$ cat src/rtl/mem_arb_pkg.sv
// Shared definitions for the memory port arbiter.
//   state_t : arbiter FSM encoding (ST_IDLE, ST_BUSY)
//   owner_t : which requester owns the in-flight transaction (OWN_INST, OWN_DATA)
//   ADDR_W / DATA_W : memory address and data widths
package mem_arb_pkg;

    localparam int ADDR_W = 32;
    localparam int DATA_W = 32;

    typedef enum logic {
        ST_IDLE = 1'b0,
        ST_BUSY = 1'b1
    } state_t;

    typedef enum logic {
        OWN_INST = 1'b0,
        OWN_DATA = 1'b1
    } owner_t;

endpackage

$ cat src/rtl/mem_port_arbiter.sv
// mem_port_arbiter: shares one memory port between instruction fetch and the
// MEM stage. One transaction in flight at a time; data has priority, but after
// STARVE_LIMIT consecutive data grants with a fetch waiting, fetch is forced.
// i_kill drops the response of an in-flight fetch.
//
// Ports:
//   clk, rst                      clock, synchronous active-high reset
//   i_req/i_addr/i_kill           fetch request, address, response kill
//   i_ready/i_rvalid/i_rdata      fetch accept pulse, response valid, data
//   d_req/d_we/d_addr/d_wdata/d_wbe  data request and write payload
//   d_ready/d_rvalid/d_rdata      data accept pulse, completion, read data
//   m_en/m_we/m_addr/m_wdata/m_wbe   memory command (combinational, grant cycle)
//   m_rdata                       memory read data, MEM_LATENCY after m_en
//   busy                          transaction in flight
module mem_port_arbiter
    import mem_arb_pkg::*;
#(
    parameter int MEM_LATENCY  = 1,
    parameter int STARVE_LIMIT = 4
) (
    input  logic              clk,
    input  logic              rst,
    input  logic              i_req,
    input  logic [ADDR_W-1:0] i_addr,
    input  logic              i_kill,
    output logic              i_ready,
    output logic              i_rvalid,
    output logic [DATA_W-1:0] i_rdata,
    input  logic              d_req,
    input  logic              d_we,
    input  logic [ADDR_W-1:0] d_addr,
    input  logic [DATA_W-1:0] d_wdata,
    input  logic [3:0]        d_wbe,
    output logic              d_ready,
    output logic              d_rvalid,
    output logic [DATA_W-1:0] d_rdata,
    output logic              m_en,
    output logic              m_we,
    output logic [ADDR_W-1:0] m_addr,
    output logic [DATA_W-1:0] m_wdata,
    output logic [3:0]        m_wbe,
    input  logic [DATA_W-1:0] m_rdata,
    output logic              busy
);

    localparam int CNT_W = (MEM_LATENCY  < 1) ? 1 : $clog2(MEM_LATENCY + 1);
    localparam int SC_W  = (STARVE_LIMIT < 1) ? 1 : $clog2(STARVE_LIMIT + 1);

    state_t             state_reg,  state_next;
    owner_t             owner_reg,  owner_next;
    logic               kill_reg,   kill_next;
    logic               we_reg,     we_next;
    logic [CNT_W-1:0]   cnt_reg,    cnt_next;
    logic [SC_W-1:0]    starve_reg, starve_next;

    logic completing;
    logic port_free;
    logic starved;
    logic grant_inst;
    logic grant_data;

    always_ff @(posedge clk) begin
        if (rst) begin
            state_reg  <= ST_IDLE;
            owner_reg  <= OWN_INST;
            kill_reg   <= 1'b0;
            we_reg     <= 1'b0;
            cnt_reg    <= '0;
            starve_reg <= '0;
        end else begin
            state_reg  <= state_next;
            owner_reg  <= owner_next;
            kill_reg   <= kill_next;
            we_reg     <= we_next;
            cnt_reg    <= cnt_next;
            starve_reg <= starve_next;
        end
    end

    always_comb begin
        state_next  = state_reg;
        owner_next  = owner_reg;
        kill_next   = kill_reg;
        we_next     = we_reg;
        cnt_next    = cnt_reg;
        starve_next = starve_reg;

        i_ready  = 1'b0;
        i_rvalid = 1'b0;
        i_rdata  = '0;
        d_ready  = 1'b0;
        d_rvalid = 1'b0;
        d_rdata  = '0;
        m_en     = 1'b0;
        m_we     = 1'b0;
        m_addr   = '0;
        m_wdata  = '0;
        m_wbe    = 4'b0000;
        busy     = (state_reg == ST_BUSY);

        // The completion cycle frees the port so a new grant can overlap it.
        completing = (state_reg == ST_BUSY) && (cnt_reg == CNT_W'(1));
        port_free  = (state_reg == ST_IDLE) || completing;
        starved    = (starve_reg == SC_W'(STARVE_LIMIT));
        grant_inst = port_free && i_req && (!d_req || starved);
        grant_data = port_free && d_req && !grant_inst;

        if (state_reg == ST_BUSY) begin
            cnt_next = cnt_reg - CNT_W'(1);
            if (owner_reg == OWN_INST && i_kill) begin
                kill_next = 1'b1;
            end
        end

        if (completing) begin
            state_next = ST_IDLE;
            if (owner_reg == OWN_INST) begin
                // A kill arriving in the completion cycle itself still drops the data.
                if (!kill_reg && !i_kill) begin
                    i_rvalid = 1'b1;
                    i_rdata  = m_rdata;
                end
            end else begin
                d_rvalid = 1'b1;
                d_rdata  = we_reg ? '0 : m_rdata;
            end
        end

        if (grant_inst) begin
            i_ready    = 1'b1;
            m_en       = 1'b1;
            m_addr     = i_addr;
            state_next = ST_BUSY;
            owner_next = OWN_INST;
            cnt_next   = CNT_W'(MEM_LATENCY);
            kill_next  = i_kill;
            we_next    = 1'b0;
        end else if (grant_data) begin
            d_ready    = 1'b1;
            m_en       = 1'b1;
            m_we       = d_we;
            m_addr     = d_addr;
            m_wdata    = d_wdata;
            m_wbe      = d_we ? d_wbe : 4'b0000;
            state_next = ST_BUSY;
            owner_next = OWN_DATA;
            cnt_next   = CNT_W'(MEM_LATENCY);
            kill_next  = 1'b0;
            we_next    = d_we;
        end

        // Starvation counts only data grants that actually bypassed a waiting fetch.
        if (!i_req || grant_inst) begin
            starve_next = '0;
        end else if (grant_data && !starved) begin
            starve_next = starve_reg + SC_W'(1);
        end

        // Reset silences every output immediately, abandoning any transaction.
        if (rst) begin
            i_ready  = 1'b0;
            i_rvalid = 1'b0;
            i_rdata  = '0;
            d_ready  = 1'b0;
            d_rvalid = 1'b0;
            d_rdata  = '0;
            m_en     = 1'b0;
            m_we     = 1'b0;
            m_addr   = '0;
            m_wdata  = '0;
            m_wbe    = 4'b0000;
            busy     = 1'b0;
        end
    end

endmodule

$ cat config.mk
export PLATFORM = sky130hd
export DESIGN_NAME = mem_port_arbiter
export DESIGN_NICKNAME = d
export VERILOG_FILES = /design/src/rtl/mem_arb_pkg.sv /design/src/rtl/mem_port_arbiter.sv
export SDC_FILE = /design/constraint.sdc
export NUM_CORES = 1
export LEC_CHECK = 0
export ABC_AREA = 1
export BUFFER_PORTS_ARGS = -buffer_cell sky130_fd_sc_hd__buf_2
export CAP_MARGIN = 5
export CORE_AREA = 2 2 106 108
export CTS_BUF_LIST = sky130_fd_sc_hd__clkbuf_8 sky130_fd_sc_hd__clkbuf_16
export CTS_CLUSTER_DIAMETER = 120
export CTS_CLUSTER_SIZE = 8
export DETAILED_ROUTE_END_ITERATION = 7
export DIE_AREA = 0 0 108 110
export PLACE_DENSITY_LB_ADDON = 0.08
export SLEW_MARGIN = 0
export SYNTH_ARGS = -nofsm -noshare
export SYNTH_HDL_FRONTEND = slang
export SYNTH_SLANG_ARGS = --single-unit
export TNS_END_PERCENT = 30
$ cat constraint.sdc
create_clock -name clk -period 3 [get_ports clk]
set_input_delay 0.3 -clock clk [delete_from_list [all_inputs] [get_ports clk]]
set_output_delay 0.3 -clock clk [all_outputs]
set_load 0.02 [all_outputs]
### Word level (Yosys, flattened, before mapping)

Cells that the tools add are included.
W data, S select, Z words.

| word-level totals | value |
|---|---|
| register bits after elaboration | 8 |
| bits in latches | 0 |
| RAM bits | 0 |
| memory bits (read-only) | 0 |
| input port bits | 138 |
| output and inout port bits | 139 |
| word-level logic and storage cells | 80 |
| memories | 0 |

| cells by class | value |
|---|---|
| add/sub/neg operators | 2 |
| $mul | 0 |
| div/mod/pow operators | 0 |
| order comparisons | 0 |
| equal/unequal tests | 1 |
| shift operators | 0 |
| mux-type cells | 46 |
| bitwise operators | 2 |
| reduce and logical (&&, ||, !) cells | 23 |

Operators with widths:

| cell | number |
|---|---|
| $mux W32 | 14 |
| $mux W1 | 28 |
| $mux W4 | 4 |
| $reduce_bool A3 Y1 | 3 |
| $logic_and A1 B1 Y1 | 8 |
| $logic_not A1 Y1 | 6 |
| $reduce_or A2 Y1 | 2 |
| $add A3 B1 Y3 const B | 1 |
| $eq A3 B3 Y1 const B | 1 |
| $logic_or A1 B1 Y1 | 3 |
| $not A1 Y1 | 2 |
| $reduce_and A2 Y1 | 1 |
| $sub A1 B1 Y1 const B | 1 |

### Logic depth before layout (Yosys ltp)

| depth | value |
|---|---|
| depth in word-level cells | 9 |
| gate-level depth with buffers | 9 |
| gate-level depth less buffers | 9 |

### Worst setup path before layout

Ideal clock, no wire load.

| timing path | value |
|---|---|
| kind | in2out |
| from | input port rst |
| to | output port d_rdata[10] |
| arrival | 1.555 ns |
| data required time | 2.700 ns |
| slack | 1.145 ns |
| cell stages on the path | 7 |
| buffers on the path | 2 |
| path through | buf_4 nor2_4 nand2_1 nor2_2 nand2_2 buf_6 nor2_1 |

| on the way | value |
|---|---|
| cells in the longest elaborated chain, start to end | 1 |

Ends and longest elaborated chain:

| what | line | text |
|---|---|---|
| from (decl) | mem_port_arbiter.sv:22 | `input logic rst,` |
| $mux W32 | mem_port_arbiter.sv:160 | `if (rst) begin` |
| to (decl) | mem_port_arbiter.sv:36 | `output logic [DATA_W-1:0] d_rdata,` |

No other way between the ends.

### Worst setup path after layout

| timing path | value |
|---|---|
| from | register starve_reg[0] |
| to | output port m_wdata[1] |

| on the way | value |
|---|---|
| cells in the longest elaborated chain, start to end | 8 |

Ends and longest elaborated chain:

| what | line | text |
|---|---|---|
| from (decl) | mem_port_arbiter.sv:54 | `logic [SC_W-1:0] starve_reg, starve_next;` |
| from (signal assigned) | mem_port_arbiter.sv:76 | `starve_reg <= starve_next;` |
| $eq A3 B3 Y1 * | mem_port_arbiter.sv:104 | `starved = (starve_reg == SC_W'(STARVE_LIMIT));` |
| $logic_or A1 B1 Y1 * | mem_port_arbiter.sv:105 | `grant_inst = port_free && i_req && (!d_req \|\| starved);` |
| $logic_and A1 B1 Y1 * | mem_port_arbiter.sv:105 |  |
| $logic_not A1 Y1 | mem_port_arbiter.sv:106 | `grant_data = port_free && d_req && !grant_inst;` |
| $logic_and A1 B1 Y1 | mem_port_arbiter.sv:106 |  |
| $mux W32 | mem_port_arbiter.sv:138 | `end else if (grant_data) begin` |
| $mux W32 * | mem_port_arbiter.sv:129 | `if (grant_inst) begin` |
| $mux W32 * | mem_port_arbiter.sv:160 |  |
| to (decl) | mem_port_arbiter.sv:40 | `output logic [DATA_W-1:0] m_wdata,` |

Mark *: on every way between the ends. The rest lies on a longest branch, timed or not.

==> results.json <==
{
  "arrival_ps": 2230,
  "drc": 0,
  "insertion_delay_ps": 230,
  "route.met2.wl_um": 4810,
  "ys_seq_elements": 8,
  "fmax_mhz": 395,
  "grt_max_degree": 39,
  "via_per_inst": 4.00,
  "yosysTopAreaCellShare": 0.210,
  "synth_cells": 368,
  "fp-row-count": 38,
  "required_ps": 2700,
  "drt-total-wl_um": 8500,
  "final_cell_area_mm2": 0.00325,
  "tns_ps": 0,
  "worst-path-max-fanout": 35,
  "grt.overflow.total": 0,
  "tightest_slew_ps": 615,
  "drive_gt1_frac": 0.476,
  "fillCellCount": 1231,
  "start_kind": "flip-flop",
  "dieArea_mm2": 0.0119,
  "largest_reg_flops": 3,
  "wl_met3_um": 832,
  "diodes": 0,
  "crit_type": "flip-flop to output pin",
  "initial_core_util": 0.166,
  "synth_area_leaders": "nor2_1 (21%), nand2_1 (19%), inv_1 (17%)",
  "m1WireLength_um": 2800,
  "outcome": "finished, final reports clean",
  "die_height_um": 110,
  "grt_use_total": 0.121,
  "dp.final_hpwl_um": 7220,
  "finalSetupViolCount": 0,
  "p_leak_nw": 2.45,
  "cts_resized": 0,
  "wl_per_cell_um": 11.1,
  "ir_worst_vdd_mv": 0.0988,
  "syn_area_mm2": 0.00177,
  "hp-class": "input port to flip-flop",
  "final.setup_skew_ps": 3.27,
  "cts_root_buf": "clkbuf_8",
  "syn_area_per_cell_um2": 4.81,
  "finalMaxSlewViolations": 0,
  "synth_nets": 508,
  "cts_hold_buf": 0,
  "ys_types": 24,
  "antenna_left": 0,
  "powerDensity_mw_per_mm2": 193,
  "die_w_um": 108,
  "cts_setup_buffers": 0,
  "cts_max_level": 1,
  "dr_total_vias": 3074,
  "cts_tree": "done",
  "rsz0062_at_grt": "false",
  "slew_headroom": 0.589,
  "cap_violations": 0,
  "clock_sinks": 8,
  "finalHoldViolCount": 0,
  "ys_seq_area_frac": 0.0904,
  "worst_setup_path_end_kind": "output pin",
  "cts_inserted_buffers": 3,
  "io_buffers": 276,
  "dpl-instance-area_mm2": 0.00321,
  "ios": 277,
  "routabilityCongestion": 0.787,
  "path_clk_slew_ps": 40,
  "cts_max_path_buffers": 2,
  "routed.top_layer": "met4",
  "antenna_found_initial": 0,
  "drt_iter0_markers": 151,
  "core-area_mm2": 0.0107,
  "period_share": 0.843,
  "grt_pass1_vias": 2644,
  "first_pass_iters": 4,
  "nets": 770,
  "period_minus_slack_ps": 2530,
  "synth_top_cell_by_area": "nor2_1",
  "synth_warnings": 0,
  "synthToLayoutAreaGrowth_pct": 83.5,
  "grt_first_pass_wirelength_um": 11700
}
==> cells in the mapped netlist, drive strengths merged <==
library cell and instances:
o31ai 1, nand2 90, buf 21, o211ai 1
xor2 1, nand3 10, a21oi 2, ha 2
clkbuf 3, nor2 108, inv 83, or2 1
dfxtp 8, nor3 4, nand4 33
==> layer usage <==
metal / GRT usage / vias up
met5: 0 / -
met3: 0.0294 / 9
met1: 0.116 / 1302
met2: 0.259 / 156
met4: 0.0183 / 0
li1: - / 1607
==> per-stage QoR <==
stage	power (mW)	hold WS (ps)	instances	util	setup slack, ps
4_1_cts	0.640	442	768	0.304	417
5_1_grt	0.681	455	768	0.304	218
6_report	0.629	438	768	0.304	471
3_3_place_gp	0.504	476	765	0.300	740
2_1_floorplan	0.340	437	368	-	1150
3_5_place_dp	0.504	487	765	0.300	681
==> critical path, stage by stage (launching register included) <==
cell and delay (ps):
dfxtp_1 350, inv_1 60, ha_1 180, nand2_1 80, nand2_1 120, nand3_4 220, nand3_2 520, nor2_1 260
buf_2 200
==> area by class of cell <==
cell class	instances	area [µm²]	share of cell area
tap	140	175	0.0539
inverter	83	312	0.0958
sequential	8	160	0.0492
multi-input combinational	253	1140	0.352
timing repair buffer	281	1420	0.436
clock buffer	3	41.3	0.0127
==> power by group <==
group,total (mW),internal (mW),switching (mW)
Combinational,0.378,0.145,0.233
Sequential,0.120,0.114,0.00620
Clock,0.131,0.0871,0.0438
==> logic make-up after synthesis <==
logic type	after synthesis	synth area share
simple gates	246	0.613
flops	8	0.0904
buf+inv	107	0.263
xor+xnor	1	0.00494
compound gates	4	0.0141
fa+ha+maj	2	0.0141
==> final timing paths <==
path	startpoint	endpoint	slack, ps	cells past startpoint
worst max-delay path	starve_reg[0]	m_wdata[1]	470	8
worst max register to register	starve_reg[0]	owner_reg	1210	7
worst min register to register	owner_reg	owner_reg	490	2
worst min-delay path	i_kill	kill_reg	440	5
==> cells in the final DEF, fill, tap and decap left out, types with 3 or more instances in the layout <==
master,synthesis,final
nand4_1,33,33
inv_1,81,81
buf_2,10,276
dfxtp_1,8,8
nor2_1,99,99
clkbuf_8,0,3
buf_4,6,5
nand3_1,8,8
nand2_1,88,88
nor2_4,3,3
nor2_2,6,6
nor3_1,4,4
No activity file was read; power rests on OpenSTA's default activity.
